--- src/rtl/addr_map_cfg_pkg.sv ---
// addr_map_cfg_pkg: shared types and helpers for the address-map configuration writer
package addr_map_cfg_pkg;
  typedef enum logic [1:0] {OP_WRITE = 2'b00, OP_COMMIT = 2'b01, OP_ABORT = 2'b10, OP_RSVD = 2'b11} cfg_op_e;
  typedef enum logic [1:0] {S_IDLE, S_CHECK, S_COMMIT, S_RESP} state_e;
  function automatic int unsigned rule_width(input int unsigned addr_width);
    return 32 + 2 * addr_width;
  endfunction
endpackage

--- src/rtl/addr_map_rule_check.sv ---
// addr_map_rule_check: combinational validator for a single {idx, start, end} rule
module addr_map_rule_check
  import addr_map_cfg_pkg::*;
#(
  parameter int unsigned NoIndices = 32'd2,
  parameter int unsigned AddrWidth = 32'd32,
  parameter bit          Napot     = 1'b0
) (
  input  logic [rule_width(AddrWidth)-1:0] rule_i,
  output logic                             ok_o
);
  logic [31:0]          idx;
  logic [AddrWidth-1:0] start_addr;
  logic [AddrWidth-1:0] end_addr;
  assign {idx, start_addr, end_addr} = rule_i;
  // an end address of zero means "up to the top of the address space"
  assign ok_o = (idx < NoIndices) && (Napot || (start_addr < end_addr) || (end_addr == '0));
endmodule

--- src/rtl/addr_map_cfg.sv ---
// addr_map_cfg: shadow/active rule table writer with sequential commit validation
module addr_map_cfg
  import addr_map_cfg_pkg::*;
#(
  parameter int unsigned NoIndices    = 32'd2,
  parameter int unsigned NoRules      = 32'd4,
  parameter int unsigned AddrWidth    = 32'd32,
  parameter bit          Napot        = 1'b0,
  parameter int unsigned RuleWidth    = rule_width(AddrWidth),
  parameter int unsigned RuleIdxWidth = NoRules > 1 ? $clog2(NoRules) : 1
) (
  input  logic                         clk_i,
  input  logic                         rst_i,
  input  logic                         cfg_valid_i,
  output logic                         cfg_ready_o,
  input  logic [1:0]                   cfg_op_i,
  input  logic [RuleIdxWidth-1:0]      cfg_rule_i,
  input  logic [RuleWidth-1:0]         cfg_data_i,
  output logic                         rsp_valid_o,
  input  logic                         rsp_ready_i,
  output logic                         rsp_error_o,
  output logic [RuleIdxWidth-1:0]      rsp_bad_rule_o,
  output logic [NoRules*RuleWidth-1:0] addr_map_o,
  output logic                         map_valid_o,
  output logic                         config_ongoing_o
);
  state_e                             state, state_n;
  cfg_op_e                            op;
  logic [RuleIdxWidth-1:0]            cnt, bad_n;
  logic [NoRules-1:0][RuleWidth-1:0]  shadow, active;
  logic                               map_valid, err_n, ok, hs, in_range, last;
  assign op               = cfg_op_e'(cfg_op_i);
  assign cfg_ready_o      = state == S_IDLE;
  assign rsp_valid_o      = state == S_RESP;
  assign hs               = cfg_valid_i & cfg_ready_o;
  assign in_range         = 32'(cfg_rule_i) < NoRules;
  assign last             = cnt == RuleIdxWidth'(NoRules - 1);
  assign addr_map_o       = active;
  assign map_valid_o      = map_valid;
  assign config_ongoing_o = ~map_valid | (state == S_CHECK) | (state == S_COMMIT);
  addr_map_rule_check #(
    .NoIndices(NoIndices),
    .AddrWidth(AddrWidth),
    .Napot    (Napot)
  ) u_check (
    .rule_i(shadow[cnt]),
    .ok_o  (ok)
  );
  // next state and the response fields latched on entry to RESP
  always_comb begin
    state_n = state;
    err_n   = 1'b0;
    bad_n   = '0;
    case (state)
      S_IDLE: if (hs) begin
        state_n = op == OP_COMMIT ? S_CHECK : S_RESP;
        err_n   = (op == OP_RSVD) || (op == OP_WRITE && !in_range);
      end
      S_CHECK: begin
        state_n = !ok ? S_RESP : last ? S_COMMIT : S_CHECK;
        err_n   = !ok;
        bad_n   = ok ? '0 : cnt;
      end
      S_COMMIT: state_n = S_RESP;
      default:  state_n = rsp_ready_i ? S_IDLE : S_RESP;
    endcase
  end
  // state register, table updates and held response fields
  always_ff @(posedge clk_i) begin
    if (rst_i) begin
      state          <= S_IDLE;
      cnt            <= '0;
      shadow         <= '0;
      active         <= '0;
      map_valid      <= 1'b0;
      rsp_error_o    <= 1'b0;
      rsp_bad_rule_o <= '0;
    end else begin
      state <= state_n;
      cnt   <= state == S_CHECK ? cnt + 1'b1 : '0;
      if (hs && op == OP_WRITE && in_range) shadow[cfg_rule_i] <= cfg_data_i;
      if (hs && op == OP_ABORT) shadow <= active;
      if (state == S_COMMIT) begin
        active    <= shadow;
        map_valid <= 1'b1;
      end
      if (state != S_RESP && state_n == S_RESP) begin
        rsp_error_o    <= err_n;
        rsp_bad_rule_o <= bad_n;
      end
    end
  end
endmodule

--- config.mk ---
export PLATFORM = sky130hd
export DESIGN_NAME = addr_map_cfg
export DESIGN_NICKNAME = d
export VERILOG_FILES = /design/src/rtl/addr_map_cfg_pkg.sv /design/src/rtl/addr_map_rule_check.sv /design/src/rtl/addr_map_cfg.sv
export SDC_FILE = /design/constraint.sdc
export NUM_CORES = 2
export LEC_CHECK = 0
export ABC_CLOCK_PERIOD_IN_PS = 4400
export CORE_MARGIN = 2
export CORE_UTILIZATION = 55
export DETAILED_ROUTE_END_ITERATION = 6
export PLACE_DENSITY_LB_ADDON = 0.2
export SYNTH_ARGS = -nofsm -noshare
export SYNTH_HDL_FRONTEND = slang
export SYNTH_HIERARCHICAL = 1
export SYNTH_SLANG_ARGS = --single-unit
--- constraint.sdc ---
create_clock -name clk_i -period 4.4 [get_ports clk_i]
set_clock_uncertainty 0.1 [all_clocks]
set_input_delay 0.44 -clock clk_i [delete_from_list [all_inputs] [get_ports clk_i]]
set_output_delay 0.44 -clock clk_i [all_outputs]
set_load 0.02 [all_outputs]
==> qor.txt <==
Maximum number of pins on one net before global-route repair = 224
Cts bufs inserted = 79
Crit end category = register
Post-detailed-route via-to-cell ratio = 6.47
Cell count of the worst reg-to-reg path = 13
Final hold violation count = 0
Number of warnings printed during yosys synthesis = 6
Antenna Violating Nets Remaining = 0
First-pass detailed-route iteration total = 7
Number of antenna violations at the first check in global routing = 2
Number of global-route vias before repair = 29700
Hold crit path type = input port to register
I/O pin cnt = 495
Worst-path clk slew = 60 ps
MaxCap Viol Count = 0
Part of the power in registers = 45.7%
Number of standard-cell rows in the floorplan = 90
Part of the power in combinational logic = 13.5%
Required time of the critical path = 4810 ps
Routed via count = 31900
Input/output buffers = 494
Maximum vdd ir drop = 0.317 mV
Syn Nets = 3959
Leak = 13.3 nW
Final net count = 4214
Synthesized cell area = 33800 sq um
Count of hold-fix buffers inserted at cts = 0
Final critical-path required period = 3800 ps
DIE WIDTH = 252 um
Residual DRC = 1
Number of failing setup endpoints in the final timing report = 0
First-pass GRT wire length = 178 mm
Bufs on Longest Clock Path = 3
Biggest fanout along the worst timing path = 22
Quantity of gates resized following cts = 0
Total Die Area = 63500 sq um
DIE HEIGHT = 252 um
Mean routed wirelength per cell = 24.1 um
Cell internal power dissipation = 12.0 mW
Total overflow reported by the global router = 0
Detailed Place HPWL = 73.7 mm
Aggregate global-route resource usage = 35.7%
Relative contribution of the clock network to total power = 40.9%
Run status = complete, but fails checks
Number of diodes = 0
Total length of routed wires = 118 mm
Share of cells above drive strength 1 = 12.4%
Slew Limit Fails = 0
Fin Hold WS = 274 ps
Max Freq = 263 MHz
Data arrival time of the worst path = 4210 ps
Fin crit share = 86.3%
Number of instances in the synthesized netlist = 3823
Count of cells along the worst hold path = 2
Signed area change from the synthesized netlist to the final layout = 23.1%
Initial core utilization = 55.9%
Slew of the pin with the lowest slew margin = 1250 ps
Sw power = 4.53 mW
Setup WS pre-CTS = 680 ps
Violated checks = design-rule violations
Switching power as a share of total power = 27.4%
# clock sinks = 776
Setup repair after global routing missed its margin = false
Post-CTS setup buffers = 0
Insertion delay to the later sink of the worst-skew pair = 630 ps
Least setup slack across all paths after layout = 602 ps
Type of element launching the critical path = register
Core Footprint = 60600 sq um
Number of H-tree levels = 3
Detailed Route Iter0 Violations = 3877
Crit Path Class = register to register
Clock root buffer = sky130_fd_sc_hd__clkbuf_16
Syn_area_per_cell = 8.85 sq um
Total negative slack = 0 ps
Cell area power density = 396 nW/um^2
Max_slew headroom = 16.8%
TritonCTS clock tree = yes
Global placer's final weighted congestion = 0.892
==> power groups by stage <==
| stage | clock [mW] | combinational (mW) | sequential [mW] |
|---|---|---|---|
| after global placement | 0 | 2.14 | 7.67 |
| after detailed placement | 0 | 2.16 | 7.67 |
| after global routing | 7.04 | 2.35 | 7.55 |
| after CTS | 6.76 | 2.18 | 7.52 |
| after floorplan | 0 | 1.40 | 7.64 |
| final | 6.75 | 2.22 | 7.53 |
==> cell usage in the layout, fill, tap and decap left out, drive strengths merged, types with 60 or more instances in the layout <==
| master | n |
|---|---|
| buf | 60 |
| a221oi | 384 |
| dfxtp | 776 |
| clkdlybuf4s50 | 492 |
| clkbuf | 124 |
| mux4 | 95 |
| o22ai | 384 |
| a21oi | 399 |
| inv | 423 |
| or2 | 97 |
| nand2 | 774 |
==> cell type report <==
cell class / instances / area [sq um]
Fill cell: 4746 / 18900
Clock buffer: 124 / 2480
Multi-Input combinational cell: 2249 / 15200
Tap cell: 782 / 978
Sequential cell: 776 / 15500
Inverter: 420 / 1580
Clock inverter: 20 / 121
Timing Repair Buffer: 552 / 5760
==> worst max-delay path, cell delays in order, from the launching register on <==
cell and delay (ps):
sky130_fd_sc_hd__dfxtp_4 580, sky130_fd_sc_hd__buf_12 250, sky130_fd_sc_hd__buf_12 200, sky130_fd_sc_hd__mux4_2 370, sky130_fd_sc_hd__inv_1 90, sky130_fd_sc_hd__ha_1 250
sky130_fd_sc_hd__a21oi_1 170, sky130_fd_sc_hd__a21oi_1 90, sky130_fd_sc_hd__a2111oi_1 390, sky130_fd_sc_hd__o221ai_1 230, sky130_fd_sc_hd__a21oi_1 490, sky130_fd_sc_hd__nor2_1 80
sky130_fd_sc_hd__o31a_1 260, sky130_fd_sc_hd__o211a_1 110
==> path summary, 6_finish.rpt <==
check	startpoint	to	slack, ps
hold / removal	rst_i	addr_map_o[344]	270
hold reg to reg	shadow[256]	addr_map_o[256]	360
setup reg to reg	cnt[1]	rsp_error_o	600
setup / recovery	cnt[1]	rsp_error_o	600
==> registers in the layout, indices dropped and copies added, names as in the netlist <==
signal,cells
addr_map_o,384
rsp_bad_rule_o,2
map_valid_o,1
state,2
cnt,2
rsp_error_o,1
shadow,384
==> stage by stage <==
stage	util (%)	cells	total power, mW	instance area (sq um)
final	68.8	4923	16.5	41700
after global placement	64.5	4779	9.82	39100
after global routing	68.8	4923	16.9	41700
after detailed placement	64.5	4779	9.84	39100
after floorplan	-	3823	9.04	33800
after CTS	68.8	4923	16.5	41700
==> routing by layer <==
metal | GRT usage [%] | wire (um) | vias up
li1 | - | - | 14200
met1 | 46.7 | 45300 | 15300
met2 | 56.0 | 54500 | 2035
met3 | 6.74 | 12100 | 343
met4 | 19.1 | 6540 | 2
met5 | 0 | 14 | -
Note: power is estimated with default switching activity, not from simulation.
